$ cat config.mk
export PLATFORM = sky130hd
export DESIGN_NAME = fetch_sequencer
export DESIGN_NICKNAME = d
export VERILOG_FILES = /design/src/rtl/fetch_sequencer.sv
export SDC_FILE = /design/constraint.sdc
export NUM_CORES = 1
export LEC_CHECK = 0
export ABC_AREA = 0
export CORE_UTILIZATION = 25
export DETAILED_ROUTE_END_ITERATION = 8
export MAX_ROUTING_LAYER = met4
export PLACE_DENSITY_LB_ADDON = 0.12
export SLEW_MARGIN = 10
export SYNTH_ARGS = -nofsm -noshare
export SYNTH_HDL_FRONTEND = slang
export SYNTH_SLANG_ARGS = --single-unit
$ cat constraint.sdc
create_clock -name clock -period 2.9 [get_ports clock]
set_input_delay 0.29 -clock clock [delete_from_list [all_inputs] [get_ports clock]]
set_output_delay 0.29 -clock clock [all_outputs]
set_load 0.005 [all_outputs]
$ cat src/rtl/fetch_sequencer.sv
// Instruction-fetch / program-counter stage: runs the 8-phase cycle,
// drives the ROM address nibbles, captures instruction words and resolves
// all control flow with a 3-level circular return stack.
//
// Ports:
//   clock, reset            clock and async active-high reset
//   data_in[3:0]            ROM data nibble (sampled end of M1 / M2)
//   take_branch, isz_taken  JCN / ISZ conditions (sampled end of X3)
//   pair_value[7:0]         register pair for JIN (sampled end of X3)
//   addr_out[3:0]           address nibble in A1/A2/A3, else 0
//   addr_valid, sync        high in A1..A3 / high in X3
//   phase[2:0]              current phase, A1=0 .. X3=7
//   inst_opcode/operand     first word of the current instruction
//   second_word             cycle fetching the second byte
//   inst_valid              X1..X3 of a first-word cycle
module fetch_sequencer #(
    parameter int PC_WIDTH    = 12,
    parameter int STACK_DEPTH = 3
) (
    input  logic       clock,
    input  logic       reset,
    input  logic [3:0] data_in,
    input  logic       take_branch,
    input  logic       isz_taken,
    input  logic [7:0] pair_value,
    output logic [3:0] addr_out,
    output logic       addr_valid,
    output logic       sync,
    output logic [2:0] phase,
    output logic [3:0] inst_opcode,
    output logic [3:0] inst_operand,
    output logic       second_word,
    output logic       inst_valid
);

    localparam int SP_W = (STACK_DEPTH > 1) ? $clog2(STACK_DEPTH) : 1;
    localparam logic [SP_W-1:0] SP_LAST = SP_W'(STACK_DEPTH - 1);

    typedef enum logic [2:0] {
        PH_A1 = 3'd0,
        PH_A2 = 3'd1,
        PH_A3 = 3'd2,
        PH_M1 = 3'd3,
        PH_M2 = 3'd4,
        PH_X1 = 3'd5,
        PH_X2 = 3'd6,
        PH_X3 = 3'd7
    } phase_e;

    phase_e              phase_q, phase_d;
    logic [PC_WIDTH-1:0] pc_q, pc_d;
    logic [PC_WIDTH-1:0] stack_q [STACK_DEPTH];
    logic [PC_WIDTH-1:0] stack_d [STACK_DEPTH];
    logic [SP_W-1:0]     sp_q, sp_d;
    logic [3:0]          opcode_q, opcode_d;
    logic [3:0]          operand_q, operand_d;
    logic [3:0]          hi_q, hi_d;
    logic [3:0]          lo_q, lo_d;
    logic                second_word_q, second_word_d;
    logic [3:0]          addr_out_q, addr_out_d;
    logic                addr_valid_q, addr_valid_d;
    logic                sync_q, sync_d;
    logic                inst_valid_q, inst_valid_d;

    logic [SP_W-1:0]     sp_next, sp_prev;
    logic                two_word;

    assign sp_next = (sp_q == SP_LAST) ? '0 : sp_q + SP_W'(1);
    assign sp_prev = (sp_q == '0) ? SP_LAST : sp_q - SP_W'(1);

    // FIM is the even-operand half of opcode 0x2; the odd half is SRC.
    assign two_word = (opcode_q == 4'h1) || (opcode_q == 4'h4) ||
                      (opcode_q == 4'h5) || (opcode_q == 4'h7) ||
                      (opcode_q == 4'h2 && !operand_q[0]);

    always_comb begin
        phase_d       = phase_e'(phase_q + 3'd1);
        pc_d          = pc_q;
        stack_d       = stack_q;
        sp_d          = sp_q;
        opcode_d      = opcode_q;
        operand_d     = operand_q;
        hi_d          = hi_q;
        lo_d          = lo_q;
        second_word_d = second_word_q;

        case (phase_q)
            PH_M1: begin
                if (second_word_q) hi_d = data_in;
                else               opcode_d = data_in;
            end
            PH_M2: begin
                if (second_word_q) lo_d = data_in;
                else               operand_d = data_in;
                pc_d = pc_q + PC_WIDTH'(1);
            end
            PH_X3: begin
                if (second_word_q) begin
                    // pc_q already points past the second byte here
                    second_word_d = 1'b0;
                    case (opcode_q)
                        4'h4: pc_d = {operand_q, hi_q, lo_q};
                        4'h5: begin
                            stack_d[sp_q] = pc_q;
                            sp_d          = sp_next;
                            pc_d          = {operand_q, hi_q, lo_q};
                        end
                        4'h1: if (take_branch) pc_d = {pc_q[11:8], hi_q, lo_q};
                        4'h7: if (isz_taken)   pc_d = {pc_q[11:8], hi_q, lo_q};
                        default: ;
                    endcase
                end else if (two_word) begin
                    second_word_d = 1'b1;
                end else if (opcode_q == 4'h3 && operand_q[0]) begin
                    pc_d = {pc_q[11:8], pair_value};
                end else if (opcode_q == 4'hC) begin
                    sp_d = sp_prev;
                    pc_d = stack_q[sp_prev];
                end
            end
            default: ;
        endcase

        // Outputs are registered from the next-state values.
        case (phase_d)
            PH_A1:   addr_out_d = pc_d[3:0];
            PH_A2:   addr_out_d = pc_d[7:4];
            PH_A3:   addr_out_d = pc_d[11:8];
            default: addr_out_d = 4'h0;
        endcase
        addr_valid_d = (phase_d <= PH_A3);
        sync_d       = (phase_d == PH_X3);
        inst_valid_d = (phase_d >= PH_X1) && !second_word_d;
    end

    always_ff @(posedge clock or posedge reset) begin
        if (reset) begin
            phase_q       <= PH_A1;
            pc_q          <= '0;
            for (int i = 0; i < STACK_DEPTH; i++) stack_q[i] <= '0;
            sp_q          <= '0;
            opcode_q      <= 4'h0;
            operand_q     <= 4'h0;
            hi_q          <= 4'h0;
            lo_q          <= 4'h0;
            second_word_q <= 1'b0;
            addr_out_q    <= 4'h0;
            addr_valid_q  <= 1'b1;
            sync_q        <= 1'b0;
            inst_valid_q  <= 1'b0;
        end else begin
            phase_q       <= phase_d;
            pc_q          <= pc_d;
            stack_q       <= stack_d;
            sp_q          <= sp_d;
            opcode_q      <= opcode_d;
            operand_q     <= operand_d;
            hi_q          <= hi_d;
            lo_q          <= lo_d;
            second_word_q <= second_word_d;
            addr_out_q    <= addr_out_d;
            addr_valid_q  <= addr_valid_d;
            sync_q        <= sync_d;
            inst_valid_q  <= inst_valid_d;
        end
    end

    assign phase        = phase_q;
    assign addr_out     = addr_out_q;
    assign addr_valid   = addr_valid_q;
    assign sync         = sync_q;
    assign inst_opcode  = opcode_q;
    assign inst_operand = operand_q;
    assign second_word  = second_word_q;
    assign inst_valid   = inst_valid_q;

endmodule

Word level (Yosys, flattened, before mapping)
Index checks and enable logic that the tools add are counted.
{"block": "totals", "register_bits": 77, "latch_bits": 0, "mem_bits_rw": 0, "rom_bits": 0, "inputBits": 16, "out_inout_bits": 19, "elab_cells": 89, "mem_count": 0}
{"block": "op_classes", "add_sub_neg": 4, "mul": 0, "n_div": 0, "n_lt_le_gt_ge": 5, "n_eq_ne": 17, "shift": 0, "n_mux": 25, "bitwise_logic": 3, "n_reduce_logical": 20}
{"op": "12-bit 2-to-1 mux", "n": 7}
{"op": "36-bit bitwise mux", "n": 1}
{"op": "12-bit one-hot mux with 3 select lines", "n": 1}
{"op": "12-bit binary-select mux with 2-bit select", "n": 1}
{"op": "12-bit demux with 2-bit select", "n": 1}
{"op": "12-bit one-hot mux with 2 select lines", "n": 1}
{"op": "8-bit 2-to-1 mux", "n": 2}
{"op": "2-bit 2-to-1 mux", "n": 7}
{"op": "12-bit by 1-bit adder with 12-bit output, second input constant", "n": 1}
{"op": "4-bit by 3-bit equality test with 1-bit output, second input constant", "n": 3}
{"op": "4-bit one-hot mux with 3 select lines", "n": 1}
{"op": "3-bit equality test, second input constant", "n": 3}
{"op": "3-bit >= comparator, second input constant", "n": 3}
{"op": "4-bit by 2-bit equality test with 1-bit output, second input constant", "n": 2}
{"op": "2-bit AND reduction", "n": 4}
{"op": "3-bit by 2-bit equality test with 1-bit output, second input constant", "n": 2}
{"op": "2-bit NOT with 3-bit output", "n": 2}
{"op": "5-bit AND reduction", "n": 1}
{"op": "4-bit by 1-bit equality test with 1-bit output, second input constant", "n": 1}
{"op": "4-bit equality test, second input constant", "n": 1}
{"op": "1-bit logical AND", "n": 4}
{"op": "1-bit logical OR", "n": 4}
{"op": "2-bit != test, second input constant", "n": 2}
{"op": "3-bit by 1-bit adder with 3-bit output, second input constant", "n": 1}
{"op": "15 further kinds", "n": 18}

Depth between registers and ports, before layout
Gate-level depths: netlist of the first run.
{"block": "logic_depth", "depth_word": 12, "mapped_depth": 10, "ltp_nobuf": 8}

Worst setup path after synthesis of the first run
No wires, ideal clock.
{"block": "synth_timing", "path_kind": "reg2reg", "from": "register phase_q[0], in the netlist phase[0]", "to": "register addr_out_q[1], in the netlist addr_out[1]", "setup_time_ps": 126, "t_arrival_ps": 2296, "t_required_ps": 2774, "setup_slack_ps": 478, "path_stages_with_launch": 10, "path_buffers": 1, "synth_period_minus_slack_ps": 2422, "path_cell_list": "dfrtp_1 -> ha_1 -> ha_1 -> clkbuf_1 -> a21bo_2 -> nand2_1 -> mux2i_1 -> or3_4 -> a221o_1 -> a221o_1"}
{"block": "synth_between", "elab_chain_len": 3, "elab_cells_between_ends": 8, "cone_classes": "add/sub (1); eq/ne (4); mux (2); reduce/logical (1)"}
{"item": "from (decl)", "line": "50", "text": "phase_e phase_q, phase_d;"}
{"item": "from (signal assigned)", "line": "152", "text": "phase_q <= phase_d;"}
{"item": "3-bit equality test", "line": "87", "text": "case (phase_q)"}
{"item": "12-bit one-hot mux with 2 select lines *", "line": "87"}
{"item": "named net pc_d[9]", "line": "51", "text": "logic [PC_WIDTH-1:0] pc_q, pc_d;"}
{"item": "4-bit one-hot mux with 3 select lines *", "line": "125", "text": "case (phase_d)"}
{"item": "named net addr_out_d[1]", "line": "60", "text": "logic [3:0] addr_out_q, addr_out_d;"}
{"item": "to (signal assigned)", "line": "161", "text": "addr_out_q <= addr_out_d;"}
{"item": "to (decl)", "line": "60"}
Mark *: on every way through the listed nets, which the timed path passes. The rest lies on a longest branch.
A chain may end at the register's enable or synchronous reset.

Worst setup path in the final report of the first run
{"block": "layout_timing", "from": "register sp_q[0]", "to": "register addr_out_q[3], in the netlist addr_out[3]"}
{"block": "layout_between", "elab_chain_len": 12, "elab_cells_between_ends": 13, "cone_classes": "add/sub (1); mux (10); bitwise (1); reduce/logical (1)"}
{"item": "from (decl)", "line": "54", "text": "logic [SP_W-1:0] sp_q, sp_d;"}
{"item": "from (signal assigned)", "line": "155", "text": "sp_q <= sp_d;"}
{"item": "2-bit by 1-bit subtractor with 2-bit output / 2-bit zero test (equally long branches)", "line": "69", "text": "assign sp_prev = (sp_q == '0) ? SP_LAST : sp_q - SP_W'(1);"}
{"item": "2-bit 2-to-1 mux *", "line": "69"}
{"item": "2-bit NOT with 3-bit output (not written as such) *", "line": "118", "text": "pc_d = stack_q[sp_prev];"}
{"item": "12-bit binary-select mux with 2-bit select *", "line": "118"}
{"item": "12-bit 2-to-1 mux (not written as such) * (2 in a row)", "line": "118"}
{"item": "12-bit 2-to-1 mux *", "line": "116", "text": "end else if (opcode_q == 4'hC) begin"}
{"item": "12-bit 2-to-1 mux *", "line": "114", "text": "end else if (opcode_q == 4'h3 && operand_q[0]) begin"}
{"item": "12-bit 2-to-1 mux *", "line": "112", "text": "end else if (two_word) begin"}
{"item": "12-bit 2-to-1 mux *", "line": "98", "text": "if (second_word_q) begin"}
{"item": "12-bit one-hot mux with 2 select lines *", "line": "87"}
{"item": "4-bit one-hot mux with 3 select lines *", "line": "125"}
{"item": "named net addr_out_d[3]", "line": "60"}
Mark *: on every way through the listed nets, which the timed path passes. The rest lies on a longest branch. The select of a mux whose other input is x is not followed.

==> impl_metrics.toml, run 1 <==
[place]
place_congestion = 0.882
hpwlAfterDp_microns = 11100
port_buffers = 34
pre_cts_slack_ns = 0.336
placed_cell_area_sq_um = 5370

[timing]
finalSetupViolations = 0
worst_pin_slew_ns = 0.802
min_period_over_period_pct = 89.1
final.setup.tns_ns = 0
slew_violations = 0
hold_viol = 0
final.min_clock_period_ns = 2.58
setup_ws_ns = 0.316
rsz0062_at_grt = "false"
whs_ns = 0.332
fmax_mhz = 387
slew_headroom_pct = 46.6
finalClockSkew_ns = 0.00823

[routing]
routed_wl_microns = 15000
vias_per_cell = 5.06
firstDrtPassIters = 4
drtIter0Drc = 266
drc = 0
num_vias = 3794
antenna_left = 0
wire_per_inst_microns = 20.0

[synthesis]
synth_nets = 499
synth_seq_cells = 77
syn-cell-area_sq_um = 4620
synth_edf_count = 0
postSynth.asyncResetShare_pct = 100
synth_flop_cell = "dfrtp_1"
synth.top_cell.area_share_pct = 41.1
yosysWarnings = 0
syn_inst = 470
syn-mean-instance-area_sq_um = 9.84
synthDistinctLibCells = 70
ys_seq_area_share_pct = 41.7
yosys-top-cells-area = "dfrtp_1 (41%), mux2_2 (11%), mux2i_1 (5.2%), nand2_1 (3.9%), ha_1 (3.5%)"
yosys.area.top_type = "dfrtp_1"

[clock_network]
cts_made_buffers = 9
clk_pin_slew_ns = 0.06
ctsResizeCount = 0
root_buffer = "clkbuf_16"
cts_tree = "built"
cts.sink_count = 77
max-clock-path-buffers = 2
clk_latency_ns = 0.35
htree_levels = 3
cts_setup_buffers = 0
cts.hold.buffers_added = 0

[power_and_ir_drop]
power_density_nw_per_um2 = 720
leakagePower_uw = 0.00243
ir_worst_vdd_mv = 0.286

[floorplanning]
dieArea_sq_um = 19000
die_height_microns = 138
rows = 49
start_util_pct = 25.7
chipWidth_microns = 138
coreArea_sq_um = 18000
ios = 35

[global_routing]
overflow = 0
antenna_found_initial = 0
grt_usage_pct = 16.8
grt_pass1_vias = 3998
grt_pass1_wl_microns = 23500
grt_max_degree = 46

[final_layout]
syn2layout_area_growth_pct = 21.6
layout_commonest_cell = "dfrtp_1"
final_core_util_pct = 31.2
final_cell_mix = "dfrtp_1 (76), nand2_1 (48), mux2_2 (47)"
final_layout_size_suffix_gt1_share_pct = 20.2
antenna_cells = 0
final_nets = 545
stdcell_area_sq_um = 5620
fill_cells = 1892

[setup_path]
start_kind = "flop"
cp_data_required_time_ns = 3.12
crit_fanout = 13
arrival_ns = 2.81
rrSetupSlack_ns = 0.32
crit_type = "reg -> reg"
endpoint_kind = "flop"

[run_status]
outcome = "completed"

[hold_path]
hold_path_class = "in -> async"

[run]
drv_cap = 0
[worst paths after layout]
kind / start / endpoint / cells past startpoint
max: sp_q[0] / addr_out[3] / 9
min: reset / hi_q[3] / 2
max reg2reg: sp_q[0] / addr_out[3] / 9
max in group asynchronous: reset / stack_q[26] / 3
min reg2reg: stack_q[5] / stack_q[5] / 2
min in group clock: stack_q[5] / stack_q[5] / 2
[metrics by stage]
step,power (uW),instances
floorplan,2410,470
global placement,3030,734
detailed placement,3020,734
CTS,4090,750
global route,4280,750
finish,4050,750
[synth_stat cells, types with 2 or more instances]
| cell type | number |
|---|---|
| a211oi_1 | 8 |
| a21boi_0 | 2 |
| a21o_1 | 3 |
| a21oi_1 | 20 |
| a221o_1 | 3 |
| a221oi_1 | 4 |
| a22oi_1 | 2 |
| a2bb2oi_1 | 2 |
| a31oi_1 | 5 |
| a32oi_1 | 2 |
| and2_1 | 7 |
| and3_1 | 3 |
| buf_2 | 9 |
| buf_4 | 2 |
| clkbuf_1 | 18 |
| dfrtp_1 | 76 |
| ha_1 | 13 |
| inv_1 | 16 |
| mux2_2 | 47 |
| mux2i_1 | 24 |
| nand2_1 | 48 |
| nand2b_1 | 8 |
| nand3_1 | 15 |
| nand4b_1 | 2 |
| nor2_1 | 25 |
| nor2b_1 | 9 |
| nor3_1 | 7 |
| nor4_1 | 2 |
| o2111ai_1 | 2 |
| o211ai_1 | 8 |
| o21a_1 | 3 |
| o21ai_0 | 30 |
| o22ai_1 | 2 |
| o311ai_0 | 2 |
| o31ai_1 | 2 |
| or2_2 | 3 |
| or3_1 | 3 |
[power breakdown]
part / leakage (uW) / internal, uW / switching [uW] / total (uW)
logic: 0.00130 / 662 / 818 / 1480
clock network: 0.000124 / 579 / 467 / 1050
registers: 0.00101 / 1250 / 270 / 1520
total: 0.00243 / 2490 / 1550 / 4050
[cell families (layout without fill, tap and decap cells)]
group                    after synthesis  in the layout  synth area share, %
adder cells (fa/ha/maj)               13             13                 3.52
buffers and inverters                 49            100                 4.57
flip-flops                            77             77                 41.7
multiplexers                          71             71                 16.6
XOR/XNOR                               1              1                0.189
AND/OR/NAND/NOR                      142            142                 16.1
AO/OA/AOI/OAI                        117            117                 17.3
[state kept, by name (all words and copies together) (netlist names)]
name / flops
addr_out: 4
addr_valid: 1
inst_operand: 4
second_word: 1
phase: 3
hi_q: 4
inst_opcode: 4
pc_q: 12
lo_q: 4
stack_q: 36
inst_valid: 1
sp_q: 2
sync: 1
[critical path: stages (launching register included)]
cell and delay [ns]:
dfrtp_1 0.41, inv_1 0.10, ha_1 0.34, buf_4 0.27, mux2i_1 0.24, nor2_1 0.06, a211oi_1 0.34, o32a_1 0.24
a21boi_0 0.09, a2111o_1 0.39
[routing by layer]
layer / wire [microns] / vias to the layer above / global-route usage [%] / part of all wire (%)
met5: 0 / - / - / 0
met4: 479 / 0 / 8.33 / 3.2
met3: 430 / 28 / 2.15 / 2.9
met2: 7200 / 84 / 26.7 / 48
met1: 6900 / 1881 / 21.1 / 46
li1: - / 1801 / - / -
[cell type report]
| cell class | count | area, sq um | area share (%) |
|---|---|---|---|
| Multi-Input combinational cell | 344 | 2480 | 44.2 |
| Timing Repair Buffer | 67 | 601 | 10.7 |
| Sequential cell | 77 | 1930 | 34.3 |
| Clock buffer | 13 | 240 | 4.27 |
| Clock inverter | 3 | 17.5 | 0.312 |
| Tap cell | 229 | 287 | 5.10 |
| Inverter | 17 | 65.1 | 1.16 |
Note: power is estimated with default switching activity, not from simulation.
==> run 2, diff against run 1 <==
REMOVE_ABC_BUFFERS = 1   (was unset)
==> impl_metrics.toml, run 2 (synthesis gave the netlist of run 1 again) <==
[global_routing]
overflow = 0
grt_pass1_wl_microns = 22700
grt_pass1_vias = 3818
grt_max_degree = 78
antenna_found_initial = 0
grt_usage_pct = 16.1

[place]
hpwlAfterDp_microns = 10900
port_buffers = 34
placed_cells = 735
place_congestion = 0.855

[timing]
min_period_over_period_pct = 94.4
final.setup.tns_ns = 0
slew_violations = 0
final.min_clock_period_ns = 2.74
slew_headroom_pct = 52.0
worst_pin_slew_ns = 0.719
hold_viol = 0
rsz0062_at_grt = "false"
finalClockSkew_ns = 0.00624
fmax_mhz = 365
finalSetupViolations = 0
whs_ns = 0.330

[final_layout]
fill_cells = 1922
final_layout_size_suffix_gt1_share_pct = 20.7
regArea_sq_um = 1930
largest_registers = "stack_q: 36 flops, pc_q: 12 flops"
antenna_cells = 0
instances_no_fill = 751
layout_commonest_cell = "dfrtp_1"
multi_input_area_sq_um = 2480
final_cell_mix = "dfrtp_1 (76), nand2_1 (48), mux2_2 (47)"
regMostFlops = "stack_q"
final_nets = 546
largest_reg_flops = 36
syn2layout_area_growth_pct = 23.1

[setup_path]
critPathBufInv = 0
arrival_ns = 2.96
crit_path_cell_trace = "ha_1 -> ha_1 -> a21bo_2 -> nand2_1 -> mux2i_1 -> or3_4 -> a221o_1 -> a221o_1"
start_kind = "flop"
slowest_delay_ns = 0.48
cp_data_required_time_ns = 3.12
crit_type = "reg -> reg"
endpoint_kind = "flop"
r2r_start = "phase[0]"
crit_slowest_cell = "ha_1"
crit_fanout = 14
cpLargestDelayFamily = "compound AO/OA/AOI/OAI gates"
cp-startpoint = "phase[0]"

[power_and_ir_drop]
leakagePower_uw = 0.00247
power_density_nw_per_um2 = 750
ir_worst_vdd_mv = 0.290

[hold_path]
hold_path_class = "in -> async"

[clock_network]
cts_setup_buffers = 0
max-clock-path-buffers = 2
cts_tree = "built"
cts.sink_count = 77
root_buffer = "clkbuf_16"
clk_pin_slew_ns = 0.06
clk_latency_ns = 0.34
cts.hold.buffers_added = 0
htree_levels = 3
cts_made_buffers = 9
ctsResizeCount = 0

[routing]
top_layer_used = "met4"
firstDrtPassIters = 5
routed_wl_microns = 14700
wire_per_inst_microns = 19.5
vias_per_cell = 5.09
drt-met1-wl_microns = 6990
num_vias = 3820
route.met3.wl_microns = 417
drc = 0
drtIter0Drc = 236
wl_met2_microns = 6860
antenna_left = 0

[run_status]
outcome = "completed"

[floorplanning]
coreArea_sq_um = 18000
rows = 49
die_height_microns = 138
ios = 35
dieArea_sq_um = 19000
start_util_pct = 25.7
chipWidth_microns = 138

[run]
drv_cap = 0
==> run 2: through the flow <==
stage	worst slack, ns	utilization [%]	total power, uW	cell area, sq um
5_1_grt	0.0153	31.6	4520	5690
3_5_place_dp	0.190	29.8	3060	5370
4_1_cts	0.176	31.6	4320	5690
2_1_floorplan	0.104	-	2320	4480
6_report	0.162	31.6	4270	5690
3_3_place_gp	0.244	29.8	3070	5370
==> run 2: power by group <==
part           switching, uW  internal [uW]
Combinational            882            694
Clock                    449            776
Sequential               212           1250
Total                   1540           2730
==> run 2: area by class of cell <==
class / count / share of cell area, %
clock buffer: 12 / 4.33
clock inverter: 4 / 1.28
inverter: 17 / 1.14
sequential: 77 / 33.9
tap: 229 / 5.03
timing repair buffer: 68 / 10.7
multi-input combinational: 344 / 43.7
==> run 2: final timing paths <==
check                      slack (ns)  cells after the start           to
max                              0.16                      8  addr_out[1]
min                              0.33                      3     phase[2]
max reg2reg                      0.16                      8  addr_out[1]
min reg2reg                      0.48                      2  stack_q[18]
max in group asynchronous        2.19                      3  stack_q[16]
min in group clock               0.48                      2  stack_q[18]
==> run 2: worst min-delay path, delay by kind of cell <==
family | cells | cell delay (ns)
buf+inv | 3 | 0.81
==> run 2: layer usage <==
metal | vias up | global-route usage, %
met1 | 1919 | 21.2
met2 | 77 | 24.9
met4 | 0 | 6.65
met5 | - | -
met3 | 25 | 2.18
li1 | 1799 | -
==> run 3, diff against run 2 <==
SLEW_MARGIN = unset   (was 10)
==> results of run 3 <==
The final DEF is identical to that of run 2; final timing and power are the same.
